==> src/rtl/brent_kung_pipe_adder_if.sv <==
`default_nettype none
//==============================================================================
// Module   : brent_kung_pipe_adder_if
// Brief    : operand/result handshake bundle for the pipelined Brent-Kung adder
// Revision : 1.0
//==============================================================================
interface brent_kung_pipe_adder_if #(
    parameter int WIDTH = 12
) ();
    logic                 in_valid;
    logic                 in_ready;
    logic [2*WIDTH-1:0]   inputs;
    logic                 cin;
    logic                 sub;
    logic                 out_valid;
    logic                 out_ready;
    logic [WIDTH:0]       outs;
    logic                 ovf;

    modport master (
        output in_valid, inputs, cin, sub, out_ready,
        input  in_ready, out_valid, outs, ovf
    );

    modport slave (
        input  in_valid, inputs, cin, sub, out_ready,
        output in_ready, out_valid, outs, ovf
    );
endinterface
`default_nettype wire

==> src/rtl/brent_kung_pipe_adder.sv <==
`default_nettype none
//==============================================================================
// Module   : brent_kung_pipe_adder
// Brief    : pipelined Brent-Kung prefix adder/subtractor, valid/ready handshake
// Revision : 1.0
//==============================================================================
module brent_kung_pipe_adder #(
    parameter int WIDTH       = 12,
    parameter int PIPE_STAGES = 2
) (
    input  wire logic              clk,
    input  wire logic              rst,
    brent_kung_pipe_adder_if.slave bus
);
    localparam int c_LOG   = $clog2(WIDTH);
    localparam int c_NP    = 1 << c_LOG;
    localparam int c_N_LVL = 2 * c_LOG - 1;

    // True when a pipeline register sits after prefix level lvl (level 0 = bit g/p).
    function automatic bit f_reg_after(input int lvl);
        bit hit;
        hit = 1'b0;
        for (int k = 1; k < PIPE_STAGES; k++) begin
            if ((k * c_N_LVL) / PIPE_STAGES == lvl) hit = 1'b1;
        end
        return hit;
    endfunction

    logic                             w_advance;
    logic [WIDTH-1:0]                 w_a;
    logic [WIDTH-1:0]                 w_b;
    logic [WIDTH-1:0]                 w_bx;
    logic [WIDTH-1:0]                 w_p0;
    logic                             w_c0;
    logic [c_N_LVL:0][c_NP-1:0]       w_lvl_g;
    logic [c_N_LVL:0][c_NP-1:0]       w_lvl_p;
    logic [c_N_LVL:0][c_NP-1:0]       w_src_g;
    logic [c_N_LVL:0][c_NP-1:0]       w_src_p;
    logic [c_N_LVL:0][WIDTH-1:0]      w_lvl_ps;
    logic [c_N_LVL:0][WIDTH-1:0]      w_src_ps;
    logic [c_N_LVL:0]                 w_lvl_c0;
    logic [c_N_LVL:0]                 w_src_c0;
    logic [c_N_LVL:0]                 w_lvl_v;
    logic [c_N_LVL:0]                 w_src_v;
    logic [WIDTH:0]                   w_carry;
    logic [WIDTH-1:0]                 w_sum;
    logic                             w_unused;
    logic                             r_out_valid;
    logic [WIDTH:0]                   r_outs;
    logic                             r_ovf;

    assign w_advance     = ~r_out_valid | bus.out_ready;
    assign bus.in_ready  = w_advance;
    assign bus.out_valid = r_out_valid;
    assign bus.outs      = r_outs;
    assign bus.ovf       = r_ovf;

    for (genvar i = 0; i < WIDTH; i++) begin : g_split
        assign w_a[i] = bus.inputs[2*i];
        assign w_b[i] = bus.inputs[2*i+1];
    end

    assign w_bx = bus.sub ? ~w_b : w_b;
    assign w_c0 = bus.sub | bus.cin;
    assign w_p0 = w_a ^ w_bx;

    // Level 0: per-bit generate/propagate; carry-in folded into g[0]; pad bits zero.
    for (genvar i = 0; i < c_NP; i++) begin : g_lvl0
        if (i == 0) begin : g_bit0
            assign w_lvl_g[0][i] = (w_a[i] & w_bx[i]) | (w_p0[i] & w_c0);
            assign w_lvl_p[0][i] = w_p0[i];
        end else if (i < WIDTH) begin : g_bit
            assign w_lvl_g[0][i] = w_a[i] & w_bx[i];
            assign w_lvl_p[0][i] = w_p0[i];
        end else begin : g_pad
            assign w_lvl_g[0][i] = 1'b0;
            assign w_lvl_p[0][i] = 1'b0;
        end
    end
    assign w_lvl_ps[0] = w_p0;
    assign w_lvl_c0[0] = w_c0;
    assign w_lvl_v[0]  = bus.in_valid;

    // Levels 1..c_LOG are the up-sweep, the remainder the down-sweep.
    for (genvar j = 1; j <= c_N_LVL; j++) begin : g_lvl
        localparam bit c_UP = (j <= c_LOG);
        localparam int c_D  = c_UP ? (1 << (j - 1)) : (1 << (2 * c_LOG - j - 1));
        for (genvar i = 0; i < c_NP; i++) begin : g_node
            localparam bit c_COMB = c_UP ? (((i + 1) % (2 * c_D)) == 0)
                                         : ((((i + 1) % (2 * c_D)) == c_D) && (i >= 2 * c_D));
            if (c_COMB) begin : g_op
                assign w_lvl_g[j][i] = w_src_g[j-1][i] | (w_src_p[j-1][i] & w_src_g[j-1][i-c_D]);
                assign w_lvl_p[j][i] = w_src_p[j-1][i] & w_src_p[j-1][i-c_D];
            end else begin : g_pass
                assign w_lvl_g[j][i] = w_src_g[j-1][i];
                assign w_lvl_p[j][i] = w_src_p[j-1][i];
            end
        end
        assign w_lvl_ps[j] = w_src_ps[j-1];
        assign w_lvl_c0[j] = w_src_c0[j-1];
        assign w_lvl_v[j]  = w_src_v[j-1];
    end

    for (genvar j = 0; j <= c_N_LVL; j++) begin : g_bnd
        if (f_reg_after(j)) begin : g_reg
            logic [c_NP-1:0]  r_g;
            logic [c_NP-1:0]  r_p;
            logic [WIDTH-1:0] r_ps;
            logic             r_c0;
            logic             r_v;

            always_ff @(posedge clk) begin
                if (rst) begin
                    r_v  <= 1'b0;
                    r_g  <= '0;
                    r_p  <= '0;
                    r_ps <= '0;
                    r_c0 <= 1'b0;
                end else if (w_advance) begin
                    r_v <= w_lvl_v[j];
                    if (w_lvl_v[j]) begin
                        r_g  <= w_lvl_g[j];
                        r_p  <= w_lvl_p[j];
                        r_ps <= w_lvl_ps[j];
                        r_c0 <= w_lvl_c0[j];
                    end
                end
            end

            assign w_src_g[j]  = r_g;
            assign w_src_p[j]  = r_p;
            assign w_src_ps[j] = r_ps;
            assign w_src_c0[j] = r_c0;
            assign w_src_v[j]  = r_v;
        end else begin : g_wire
            assign w_src_g[j]  = w_lvl_g[j];
            assign w_src_p[j]  = w_lvl_p[j];
            assign w_src_ps[j] = w_lvl_ps[j];
            assign w_src_c0[j] = w_lvl_c0[j];
            assign w_src_v[j]  = w_lvl_v[j];
        end
    end

    // Group generate of bits [i:0] is the carry into bit i+1.
    assign w_carry  = {w_src_g[c_N_LVL][WIDTH-1:0], w_src_c0[c_N_LVL]};
    assign w_sum    = w_src_ps[c_N_LVL] ^ w_carry[WIDTH-1:0];
    assign w_unused = ^{w_src_p[c_N_LVL], w_src_g[c_N_LVL]};

    // Data only loads with a valid result so outputs never pick up idle-bus garbage.
    always_ff @(posedge clk) begin
        if (rst) begin
            r_out_valid <= 1'b0;
            r_outs      <= '0;
            r_ovf       <= 1'b0;
        end else if (w_advance) begin
            r_out_valid <= w_src_v[c_N_LVL];
            if (w_src_v[c_N_LVL]) begin
                r_outs <= {w_carry[WIDTH], w_sum};
                r_ovf  <= w_carry[WIDTH] ^ w_carry[WIDTH-1];
            end
        end
    end
endmodule
`default_nettype wire

==> src/flat_wrapper.sv <==
// flat-port wrapper written by rule: the top's interface ports become plain ports
module brent_kung_pipe_adder_flat 
#(
    parameter int WIDTH       = 12,
    parameter int PIPE_STAGES = 2
)
  (clk, rst, bus_in_valid, bus_inputs, bus_cin, bus_sub, bus_out_ready, bus_in_ready, bus_out_valid, bus_outs, bus_ovf);
  brent_kung_pipe_adder_if #(.WIDTH(WIDTH)) bus_i ();
  input  wire logic clk;
  input  wire logic rst;
  input wire logic [$bits(bus_i.in_valid)-1:0] bus_in_valid;
  input wire logic [$bits(bus_i.inputs)-1:0] bus_inputs;
  input wire logic [$bits(bus_i.cin)-1:0] bus_cin;
  input wire logic [$bits(bus_i.sub)-1:0] bus_sub;
  input wire logic [$bits(bus_i.out_ready)-1:0] bus_out_ready;
  output wire logic [$bits(bus_i.in_ready)-1:0] bus_in_ready;
  output wire logic [$bits(bus_i.out_valid)-1:0] bus_out_valid;
  output wire logic [$bits(bus_i.outs)-1:0] bus_outs;
  output wire logic [$bits(bus_i.ovf)-1:0] bus_ovf;
  assign bus_i.in_valid = bus_in_valid;
  assign bus_i.inputs = bus_inputs;
  assign bus_i.cin = bus_cin;
  assign bus_i.sub = bus_sub;
  assign bus_i.out_ready = bus_out_ready;
  assign bus_in_ready = bus_i.in_ready;
  assign bus_out_valid = bus_i.out_valid;
  assign bus_outs = bus_i.outs;
  assign bus_ovf = bus_i.ovf;
  brent_kung_pipe_adder #(.WIDTH(WIDTH), .PIPE_STAGES(PIPE_STAGES)) u_core (.clk(clk), .rst(rst), .bus(bus_i));
endmodule
==> config.mk <==
export PLATFORM = sky130hd
export DESIGN_NAME = brent_kung_pipe_adder_flat
export DESIGN_NICKNAME = d
export VERILOG_FILES = /design/src/rtl/brent_kung_pipe_adder_if.sv /design/src/rtl/brent_kung_pipe_adder.sv /design/src/flat_wrapper.sv
export SDC_FILE = /design/constraint.sdc
export NUM_CORES = 1
export LEC_CHECK = 0
export CAP_MARGIN = 20
export CORE_MARGIN = 1
export CORE_UTILIZATION = 30
export CTS_CLUSTER_SIZE = 14
export DETAILED_ROUTE_END_ITERATION = 7
export DONT_BUFFER_PORTS = 1
export PLACE_DENSITY_LB_ADDON = 0.15
export SLEW_MARGIN = 20
export SYNTH_ARGS = -nofsm -noshare
export SYNTH_HDL_FRONTEND = slang
export SYNTH_SLANG_ARGS = --single-unit
==> constraint.sdc <==
create_clock -name clk -period 1.58 [get_ports clk]
set_input_delay 0.158 -clock clk [delete_from_list [all_inputs] [get_ports clk]]
set_output_delay 0.158 -clock clk [all_outputs]
set_load 0.03 [all_outputs]
==> reports/qor.csv, run 1 <==
stage;metric;value;unit
detailed_routing;DR pass1 iterations;4;
power;Combinational Power Share;17.1;%
cts;TritonCTS clock tree;yes;
power;Pwr Total;2.57;mW
floorplanning;I/O pin cnt;46;
setup_path;Startpoint Class;flip-flop;
sta;Final Hold Viols;0;
sta;Layout Skew;0.0100;ns
power;Net Sw Power;0.724;mW
global_routing;grt ovf;0;
logic_synthesis;syn_area_per_cell;8.52;µm²
sta;# setup viols final;0;
sta;PnR worst setup slack;0.237;ns
finish;nets@finish;295;
finish;# diodes;0;
global_routing;number of global-route vias before repair;1477;
worst_hold_path;Endpoint, Worst Hold;u_core.g_bnd[3].g_reg.r_g[7]$_SDFFE_PP0P_;
power;register share of total power;49.4;%
floorplanning;Die Wd;85.9;µm
logic_synthesis;syn_nets;295;
cts;clk sinks;44;
setup_path;CP required;1.79;ns
cts;clk root buf;clkbuf_8;
logic_synthesis;Yosys top cell by area;dfxtp_1;
logic_synthesis;Post-synth top flop;dfxtp_1;
logic_synthesis;library cells used by synthesis;30;
power;Pint;1.85;mW
floorplanning;Initial Utilization;31.1;%
logic_synthesis;Synth Area in Adders;10.1;%
worst_hold_path;hold path depth;2;
power;Clock power frac;33.5;%
setup_path;Max FO, Critical Path;31;
global_routing;Total GRT Usage;13.3;%
power;P per Cell Area;1110;nW/µm²
logic_synthesis;yosys warns;0;
detailed_routing;Total Wirelength;4.52;mm
logic_synthesis;post-synthesis cell count;248;
setup_path;critical path data arrival time;1.55;ns
flow_run;max-cap violations;0;
cts;Max Root-Sink Buffers;2;
sta;sum of negative setup slack;0;ns
global_routing;largest net degree at the start of global routing;45;
floorplanning;die area;7380;µm²
logic_synthesis;post-synthesis sequential area ratio;41.7;%
logic_synthesis;mux cell area share after synthesis;0;%
placement;# placed instances;336;
detailed_routing;via count;1543;
logic_synthesis;ys async rst share;0;%
sta;Worst Tran Pin Value;0.360;ns
detailed_routing;drc violations;0;
detailed_routing;initial DRC count;71;
setup_path;R2R Setup Slk;0.24;ns
sta;unrepaired setup endpoints after global routing;no;
placement;Final Wtd Congestion;0.718;
sta;fin crit period;1.34;ns
logic_synthesis;most frequent cell after synthesis;nand2_1;
logic_synthesis;Area contributors post-synth;dfxtp_1 (42%), nand2_1 (11%), ha_1 (10%);
logic_synthesis;largest family of logic cells by synthesized area;simple AND/OR/NAND/NOR gates;
setup_path;critical path class;reg -> reg;
cts;Worst-Skew Late Latency;0.30;ns
power;Worst VDD drop;0.332;mV
worst_hold_path;Hold Crit Class;in -> reg;
cts;post-CTS sizing;0;
logic_synthesis;number of flops mapped to enable cells by yosys;0;
finish;Final Non-Filler Cells;345;
cts;clk slew on worst S/H paths;0.09;ns
cts;Post-CTS Setup Bufs;0;
logic_synthesis;most common library cells after synthesis;nand2_1 (62), dfxtp_1 (44), a21oi_1 (36);
finish;share of cells above drive strength 1;10.4;%
worst_hold_path;startpoint of the worst hold path;rst;
finish;area grow syn2layout;9.95;%
power;LEAKAGE;0.917;nW
power;Sw Ratio;28.2;%
run_status;status;finished clean;
logic_synthesis;Post-Synth XOR/XNOR Area;8.29;%
floorplanning;Vert. Die Dim;85.9;µm
setup_path;reg2reg start;u_core.bus.out_valid$_SDFFE_PP0N_;
setup_path;R2R Path End;u_core.g_bnd[3].g_reg.r_g[7]$_SDFFE_PP0P_;
sta;relative slew slack;76.0;%
global_routing;initial antenna violation count;0;
logic_synthesis;compound-gate portion of the synthesized area;15.3;%
sta;Tcrit/Tclk final;85.0;%
sta;Slew Viols, Final;0;
setup_path;CP endpoint kind;flip-flop;
floorplanning;Rows;30;
setup_path;worst-case reg-to-reg path depth;4;
logic_synthesis;Yosys top cell area share;41.7;%
logic_synthesis;Syn Std Cell Area;2110;µm²
detailed_routing;DR WL/cell;13.1;µm
global_routing;first-pass GRT wire length;7.62;mm
placement;DPL Wire Length;3.33;mm
logic_synthesis;register bit count reported by yosys;44;
floorplanning;Core Area;6790;µm²
detailed_routing;post-route ant nets;0;
cts;# hold bufs at CTS;1;
placement;# port buffers;0;
logic_synthesis;simple-gate share of the synthesized area;19.8;%
detailed_routing;DR vias/cell;4.47;
cts;Num CTS Buffers;5;
cts;H-tree levels;2;
placement;dpl ws;0.109;ns
sta;Fmax;745;MHz
==> worst max-delay path by stage <==
stage	startpoint	endpoint	slack, ns
after floorplan	bus_sub	u_core.g_bnd[3].g_reg.r_g[11]$_SDFFE_PP0P_	0.008
after global placement	bus_sub	u_core.g_bnd[3].g_reg.r_g[7]$_SDFFE_PP0P_	0.23
after detailed placement	bus_sub	u_core.g_bnd[3].g_reg.r_g[7]$_SDFFE_PP0P_	0.11
after CTS	u_core.bus.out_valid$_SDFFE_PP0N_	u_core.g_bnd[3].g_reg.r_g[7]$_SDFFE_PP0P_	0.21
after global routing	u_core.bus.out_valid$_SDFFE_PP0N_	u_core.g_bnd[3].g_reg.r_g[7]$_SDFFE_PP0P_	0.09
final	u_core.bus.out_valid$_SDFFE_PP0N_	u_core.g_bnd[3].g_reg.r_g[7]$_SDFFE_PP0P_	0.24
==> worst max-delay path: stages (launching register included) <==
cell and delay [ns]:
dfxtp_1 0.34, nand2b_4 0.17, and2_4 0.37, o21ai_0 0.15, o32ai_1 0.22
==> registers in the layout, summed over array words and instances (netlist names) <==
signal	count
u_core.bus.outs	13
u_core.bus.ovf	1
u_core.bus.out_valid	1
u_core.g_bnd.g_reg.r_g	12
u_core.g_bnd.g_reg.r_ps	12
u_core.g_bnd.g_reg.r_c0	1
u_core.g_bnd.g_reg.r_v	1
u_core.g_bnd.g_reg.r_p	3
==> placed cells by master, fill, tap and decap left out <==
| cell | n |
|---|---|
| or2_2 | 1 |
| nor2b_1 | 2 |
| xor2_1 | 12 |
| buf_12 | 1 |
| a21o_1 | 5 |
| a31oi_1 | 1 |
| buf_4 | 7 |
| inv_1 | 1 |
| o32ai_1 | 1 |
| clkbuf_8 | 5 |
| nor2_1 | 18 |
| nand3_1 | 3 |
| nand2_2 | 1 |
| nand4_1 | 1 |
| o21ai_0 | 2 |
| bufinv_16 | 1 |
| ha_1 | 17 |
| or3_1 | 1 |
| nor3_1 | 4 |
| and4_1 | 1 |
| a211oi_1 | 3 |
| nand2b_4 | 1 |
| nor4_1 | 1 |
| clkinv_2 | 1 |
| clkinvlp_4 | 1 |
| and2_4 | 2 |
| xnor2_1 | 8 |
| dfxtp_1 | 44 |
| a21oi_1 | 36 |
| a211oi_2 | 5 |
| nand2_1 | 62 |
==> area by class of cell <==
type | instances | area [µm²]
Clock buffer | 5 | 68.8
Clock inverter | 3 | 42.5
Fill cell | 745 | 4470
Inverter | 1 | 3.75
Multi-Input combinational cell | 188 | 1130
Sequential cell | 44 | 881
Tap cell | 96 | 120
Timing Repair Buffer | 8 | 72.6
==> power by group through the flow <==
| stage | logic, mW | clock network (mW) | registers, mW |
|---|---|---|---|
| after floorplan | 0.350 | 0 | 1.30 |
| after global placement | 0.425 | 0 | 1.29 |
| after detailed placement | 0.417 | 0 | 1.30 |
| after CTS | 0.446 | 0.898 | 1.27 |
| after global routing | 0.509 | 0.947 | 1.28 |
| final | 0.440 | 0.861 | 1.27 |
==> stage by stage <==
step,area [µm²],utilization [%],hold slack (ns)
after global routing,2320,34.2,0.0559
final,2320,34.2,0.0398
after global placement,2190,32.3,0.232
after detailed placement,2190,32.3,0.233
after floorplan,2130,-,0.383
after CTS,2320,34.2,0.0283
==> routing by layer <==
metal | global-route usage (%) | part of all wire, %
met1 | 20.4 | 54
met5 | 0 | 0
met2 | 16.5 | 37
met4 | 5.45 | 1.9
met3 | 4.23 | 7.1
==> kinds of logic (layout without fill, tap and decap cells) <==
logic type / after synthesis / after routing
buffers and inverters: 16 / 17
XOR/XNOR: 20 / 20
AO/OA/AOI/OAI: 53 / 53
AND/OR/NAND/NOR: 98 / 98
adder cells (fa/ha/maj): 17 / 17
flip-flops: 44 / 44
No activity file was read; power rests on OpenSTA's default activity.
==> inputs of run 2 (changes only) <==
==> constraint.sdc (replaced) <==
create_clock -name clk -period 1.4 [get_ports clk]
set_input_delay 0.14 -clock clk [delete_from_list [all_inputs] [get_ports clk]]
set_output_delay 0.14 -clock clk [all_outputs]
set_load 0.03 [all_outputs]
==> run 2 against run 1 <==
Net effect:
- via count up 4.0%
- fmax up 6.9%
- worst hold slack got worse by 0.00077 ns
- largest power group unchanged
==> reports/qor.csv, run 2 (synthesis gave the netlist of run 1 again) <==
stage;metric;value;unit;change
run_status;status;finished clean;;unchanged
sta;Fmax;796;MHz;was 745 MHz
placement;DPL Wire Length;3.33;mm;about the same
global_routing;Total GRT Usage;13.2;%;was 13.3%
sta;fin crit period;1.26;ns;was 1.34 ns
placement;# placed instances;350;;was 336
finish;share of cells above drive strength 1;14.8;%;was 10.4%
finish;Largest register FFs;13;;unchanged
placement;dpl ws;0.0534;ns;was 0.109 ns
setup_path;Startpoint Class;flip-flop;;unchanged
floorplanning;Rows;30;;unchanged
sta;Slew Viols, Final;0;;unchanged
cts;# hold bufs at CTS;1;;unchanged
global_routing;grt ovf;0;;unchanged
detailed_routing;post-route ant nets;0;;unchanged
detailed_routing;DR pass1 iterations;4;;unchanged
cts;TritonCTS clock tree;yes;;unchanged
power;P per Cell Area;1150;nW/µm²;was 1110 nW/µm²
sta;unrepaired setup endpoints after global routing;no;;unchanged
flow_run;max-cap violations;0;;unchanged
setup_path;Worst path max stage delay;0.32;ns;was 0.37 ns
setup_path;critical path data arrival time;1.49;ns;was 1.55 ns
setup_path;Worst Setup SP;u_core.g_bnd[3].g_reg.r_p[9]$_SDFFE_PP0P_;;was u_core.bus.out_valid$_SDFFE_PP0N_
power;Worst VDD drop;0.333;mV;was 0.332 mV
detailed_routing;drc violations;0;;unchanged
sta;Final Hold Viols;0;;unchanged
worst_hold_path;Hold Crit Class;in -> reg;;unchanged
global_routing;initial antenna violation count;0;;unchanged
setup_path;critical path class;reg -> reg;;unchanged
global_routing;largest net degree at the start of global routing;45;;unchanged
sta;PnR worst setup slack;0.144;ns;was 0.237 ns
floorplanning;Die Wd;85.9;µm;unchanged
detailed_routing;DR vias/cell;4.47;;about the same
finish;Final Non-Filler Cells;359;;was 345
sta;# setup viols final;0;;unchanged
worst_hold_path;startpoint of the worst hold path;rst;;unchanged
cts;clk root buf;clkbuf_8;;unchanged
sta;Tcrit/Tclk final;89.7;%;was 85.0%
setup_path;CP endpoint kind;flip-flop;;unchanged
detailed_routing;Total Wirelength;4.50;mm;was 4.52 mm
cts;Num CTS Buffers;5;;unchanged
finish;fin area;2410;µm²;was 2320 µm²
setup_path;reg2reg start;u_core.g_bnd[3].g_reg.r_p[9]$_SDFFE_PP0P_;;was u_core.bus.out_valid$_SDFFE_PP0N_
cts;Max Root-Sink Buffers;2;;unchanged
floorplanning;Initial Utilization;31.1;%;unchanged
finish;commonest cells after routing, fill and taps aside;nand2_1 (62), dfxtp_1 (44), a21oi_1 (35), buf_4 (21), nor2_1 (18);;was nand2_1 (62), dfxtp_1 (44), a21oi_1 (36), nor2_1 (18), ha_1 (17)
placement;Final Wtd Congestion;0.799;;was 0.718
finish;commonest non-fill, non-tap cell in the layout;nand2_1;;unchanged
floorplanning;die area;7380;µm²;unchanged
detailed_routing;initial DRC count;70;;was 71
sta;Worst Tran Pin Value;0.346;ns;was 0.360 ns
cts;H-tree levels;2;;unchanged
finish;Register Area;881;µm²;unchanged
sta;relative slew slack;76.9;%;was 76.0%
sta;sum of negative setup slack;0;ns;unchanged
cts;post-CTS sizing;0;;unchanged
cts;Post-CTS Setup Bufs;0;;unchanged
finish;# diodes;0;;unchanged
floorplanning;I/O pin cnt;46;;unchanged
placement;# port buffers;0;;unchanged
detailed_routing;DR WL/cell;12.5;µm;was 13.1 µm
cts;clk slew on worst S/H paths;0.08;ns;was 0.09 ns
cts;clk sinks;44;;unchanged
finish;area grow syn2layout;14.1;%;was 9.95%
setup_path;Max FO, Critical Path;2;;was 31
setup_path;CP required;1.63;ns;was 1.79 ns
setup_path;Cell Chain, Critical Path;a21o_1, ha_1, nor2_1, xnor2_1, nand2_1, a21oi_1;;was nand2b_4, and2_4, o21ai_0, o32ai_1
power;LEAKAGE;0.981;nW;was 0.917 nW
setup_path;crit path max-delay cell type;dfxtp_1;;was and2_4
floorplanning;Core Area;6790;µm²;unchanged
finish;nets@finish;309;;was 295
global_routing;first-pass GRT wire length;7.58;mm;was 7.62 mm
cts;Worst-Skew Late Latency;0.29;ns;was 0.30 ns
sta;Layout Skew;0.00570;ns;was 0.0100 ns
global_routing;number of global-route vias before repair;1530;;was 1,477
finish;fill cell total of the finished layout;754;;was 745
finish;Multi-input gate area;1140;µm²;was 1130 µm²
placement;Post-DP Area;2300;µm²;was 2190 µm²
floorplanning;Vert. Die Dim;85.9;µm;unchanged
detailed_routing;via count;1605;;was 1,543
-- run 2: cell types whose count changed in the layout (fill, tap and decap cells not counted), sizes merged --
cell and delta:
buf +14, bufinv -1, clkbuf +3, clkinv -1, clkinvlp -1
-- run 2: layer usage --
layer	GRT usage, %	vias up	part of all wire [%]
met2	17.5	40	38
met5	0	-	0
li1	-	863	-
met1	19.8	696	55
met3	4.23	6	5.6
met4	4.55	0	1.4
-- run 2: worst max-delay path: cells and delay by family, from the launching register on --
family          cells  cell delay, ns
compound gates      2            0.32
fa+ha+maj           1            0.19
xor+xnor            1            0.14
simple gates        2            0.24
flops               1            0.32
-- run 2: power breakdown --
group | switching, mW | internal (mW) | total, mW
Clock | 0.414 | 0.403 | 0.817
Combinational | 0.326 | 0.245 | 0.571
Sequential | 0.0545 | 1.34 | 1.40
Total | 0.794 | 1.99 | 2.78
-- run 2: final cells by class --
| type | count | area share [%] |
|---|---|---|
| sequential | 44 | 36.5 |
| timing repair buffer | 22 | 7.37 |
| inverter | 1 | 0.156 |
| multi-input combinational | 188 | 47.2 |
| tap | 96 | 4.98 |
| clock buffer | 8 | 3.74 |
-- run 2: stage by stage --
step	util (%)	power (mW)	hold WS, ns
3_5_place_dp	33.9	1.97	0.215
6_report	35.5	2.78	0.0390
2_1_floorplan	-	1.86	0.379
3_3_place_gp	33.9	1.98	0.214
4_1_cts	35.5	2.83	0.0303
5_1_grt	35.5	2.96	0.0276
-- run 2: path summary, 6_finish.rpt --
check / cells past startpoint / slack [ns] / endpoint
hold / removal: 2 / 0.04 / u_core.g_bnd[3].g_reg.r_g[7]$_SDFFE_PP0P_
setup reg to reg: 6 / 0.14 / u_core.bus.outs[11]$_SDFFE_PP0P_
hold reg to reg: 2 / 0.45 / u_core.bus.outs[5]$_SDFFE_PP0P_
setup / recovery: 6 / 0.14 / u_core.bus.outs[11]$_SDFFE_PP0P_
==> inputs of run 3 (changes only) <==
--- a/config.mk
+++ b/config.mk
@@ -11,6 +11,7 @@
 export CTS_CLUSTER_SIZE = 14
 export DETAILED_ROUTE_END_ITERATION = 7
 export DONT_BUFFER_PORTS = 1
+export MAX_ROUTING_LAYER = met4
 export PLACE_DENSITY_LB_ADDON = 0.15
 export SLEW_MARGIN = 20
 export SYNTH_ARGS = -nofsm -noshare
==> run 3 against run 2 <==
Net effect:
- clock skew is essentially flat
- routed wire length hardly changed
- sequential cell count unchanged
- non-clock buffer count is the same
- total power about the same
- design area did not move
- critical path type unchanged
- via count fell by 0.93%
- clock-buffer cell count unchanged
==> reports/qor.csv, run 3 (synthesis gave the netlist of run 1 again) <==
stage;metric;value;unit;change
detailed_routing;initial DRC count;60;;was 70
cts;clk slew on worst S/H paths;0.08;ns;about the same
cts;clk root buf;clkbuf_8;;unchanged
finish;fin area;2410;µm²;unchanged
worst_hold_path;Hold Crit Class;in -> reg;;unchanged
floorplanning;Core Area;6790;µm²;unchanged
worst_hold_path;startpoint of the worst hold path;rst;;unchanged
sta;# setup viols final;0;;unchanged
placement;# port buffers;0;;unchanged
flow_run;max-cap violations;0;;unchanged
sta;Slew Viols, Final;0;;unchanged
setup_path;Worst path max stage delay;0.33;ns;was 0.32 ns
setup_path;Cell Chain, Critical Path;a21o_1, ha_1, nor2_1, xnor2_1, nand2_1, a21oi_1;;unchanged
global_routing;Total GRT Usage;13.6;%;was 13.2%
floorplanning;Initial Utilization;31.1;%;unchanged
power;P per Cell Area;1150;nW/µm²;about the same
finish;# diodes;0;;unchanged
setup_path;Startpoint Class;flip-flop;;unchanged
finish;commonest non-fill, non-tap cell in the layout;nand2_1;;unchanged
detailed_routing;via count;1590;;was 1,605
cts;H-tree levels;2;;unchanged
setup_path;CP required;1.63;ns;about the same
sta;Layout Skew;0.00536;ns;was 0.00570 ns
cts;Num CTS Buffers;5;;unchanged
global_routing;number of global-route vias before repair;1538;;was 1,530
detailed_routing;DR vias/cell;4.43;;was 4.47
cts;clk sinks;44;;unchanged
setup_path;reg2reg start;u_core.g_bnd[3].g_reg.r_g[7]$_SDFFE_PP0P_;;was u_core.g_bnd[3].g_reg.r_p[9]$_SDFFE_PP0P_
global_routing;grt ovf;0;;unchanged
sta;relative slew slack;76.8;%;was 76.9%
detailed_routing;drc violations;0;;unchanged
detailed_routing;Total Wirelength;4.50;mm;about the same
cts;Post-CTS Setup Bufs;0;;unchanged
finish;commonest cells after routing, fill and taps aside;nand2_1 (62), dfxtp_1 (44), a21oi_1 (35), buf_4 (21), nor2_1 (18);;unchanged
setup_path;crit path max-delay cell type;dfxtp_1;;unchanged
floorplanning;I/O pin cnt;46;;unchanged
floorplanning;Rows;30;;unchanged
cts;post-CTS sizing;0;;unchanged
placement;DPL Wire Length;3.33;mm;unchanged
global_routing;initial antenna violation count;0;;unchanged
sta;unrepaired setup endpoints after global routing;no;;unchanged
setup_path;R2R Setup Slk;0.14;ns;about the same
cts;Worst-Skew Late Latency;0.29;ns;about the same
power;Worst VDD drop;0.334;mV;was 0.333 mV
cts;# hold bufs at CTS;1;;unchanged
finish;share of cells above drive strength 1;14.8;%;unchanged
global_routing;largest net degree at the start of global routing;45;;unchanged
setup_path;R2R Path End;u_core.bus.outs[11]$_SDFFE_PP0P_;;unchanged
placement;Post-DP Area;2300;µm²;unchanged
cts;Max Root-Sink Buffers;2;;unchanged
setup_path;Max FO, Critical Path;2;;unchanged
sta;Final Hold Viols;0;;unchanged
worst_hold_path;Endpoint, Worst Hold;u_core.g_bnd[3].g_reg.r_g[7]$_SDFFE_PP0P_;;unchanged
finish;Largest register FFs;13;;unchanged
run_status;status;finished clean;;unchanged
setup_path;critical path class;reg -> reg;;unchanged
global_routing;first-pass GRT wire length;7.57;mm;was 7.58 mm
setup_path;worst-case reg-to-reg path depth;6;;unchanged
setup_path;critical path data arrival time;1.49;ns;about the same
sta;Worst Tran Pin Value;0.346;ns;about the same
detailed_routing;DR WL/cell;12.5;µm;about the same
finish;area grow syn2layout;14.1;%;unchanged
finish;nets@finish;309;;unchanged
detailed_routing;DR pass1 iterations;4;;unchanged
power;LEAKAGE;0.981;nW;unchanged
floorplanning;Die Wd;85.9;µm;unchanged
sta;Fmax;795;MHz;was 796 MHz
sta;fin crit period;1.26;ns;about the same
sta;Tcrit/Tclk final;89.8;%;was 89.7%
detailed_routing;post-route ant nets;0;;unchanged
floorplanning;Vert. Die Dim;85.9;µm;unchanged
worst_hold_path;hold path depth;2;;unchanged
placement;Final Wtd Congestion;0.810;;was 0.799
setup_path;Worst Setup SP;u_core.g_bnd[3].g_reg.r_g[7]$_SDFFE_PP0P_;;was u_core.g_bnd[3].g_reg.r_p[9]$_SDFFE_PP0P_
setup_path;CP endpoint kind;flip-flop;;unchanged
floorplanning;die area;7380;µm²;unchanged
cts;TritonCTS clock tree;yes;;unchanged
sta;Hold Worst Slack;0.0394;ns;was 0.0390 ns
## run 3: cell counts in the layout (fill, tap and decap cells not counted)
Identical to the previous run, type by type.
## run 3: per-stage QoR
step	TNS (ns)	power [mW]	worst slack [ns]	cells	utilization [%]
finish	0	2.78	0.142	359	35.5
global route	0	2.96	0.0221	359	35.5
CTS	0	2.83	0.122	359	35.5
detailed placement	0	1.97	0.0534	350	33.9
global placement	0	1.98	0.0728	350	33.9
floorplan	-0.230	1.86	-0.104	248	-
## run 3: cell type report
type,instances,area (µm²)
Clock buffer,8,90.1
Fill cell,754,4380
Inverter,1,3.75
Multi-Input combinational cell,188,1140
Sequential cell,44,881
Tap cell,96,120
Timing Repair Buffer,22,178
## run 3: how the worst max path moves through the flow
stage	to	slack, ns	depth (start not counted)
floorplan	u_core.g_bnd[3].g_reg.r_g[11]$_SDFFE_PP0P_	-0.10	8
global placement	u_core.g_bnd[3].g_reg.r_g[7]$_SDFFE_PP0P_	0.07	6
detailed placement	u_core.g_bnd[3].g_reg.r_g[7]$_SDFFE_PP0P_	0.05	6
CTS	u_core.bus.outs[11]$_SDFFE_PP0P_	0.12	6
global route	u_core.bus.outs[11]$_SDFFE_PP0P_	0.02	6
finish	u_core.bus.outs[11]$_SDFFE_PP0P_	0.14	6
## run 3: critical path, delay by kind of cell, from the launching register on
family	cells	cell delay [ns]
flops	1	0.33
compound gates	2	0.30
simple gates	2	0.24
fa+ha+maj	1	0.19
xor+xnor	1	0.14
## run 3: report_power, final
group / switching [mW] / total (mW) / internal, mW / leakage, nW
Combinational: 0.326 / 0.572 / 0.245 / 0.575
Sequential: 0.0545 / 1.40 / 1.34 / 0.361
Clock: 0.414 / 0.817 / 0.403 / 0.0455
Total: 0.795 / 2.78 / 1.99 / 0.981
## run 3: layer usage
metal,up-vias,GRT usage [%],wire length [µm]
li1,858,-,-
met1,692,19.8,2490
met2,34,17.5,1710
met3,6,4.04,224
met4,0,4.55,69
met5,-,-,0
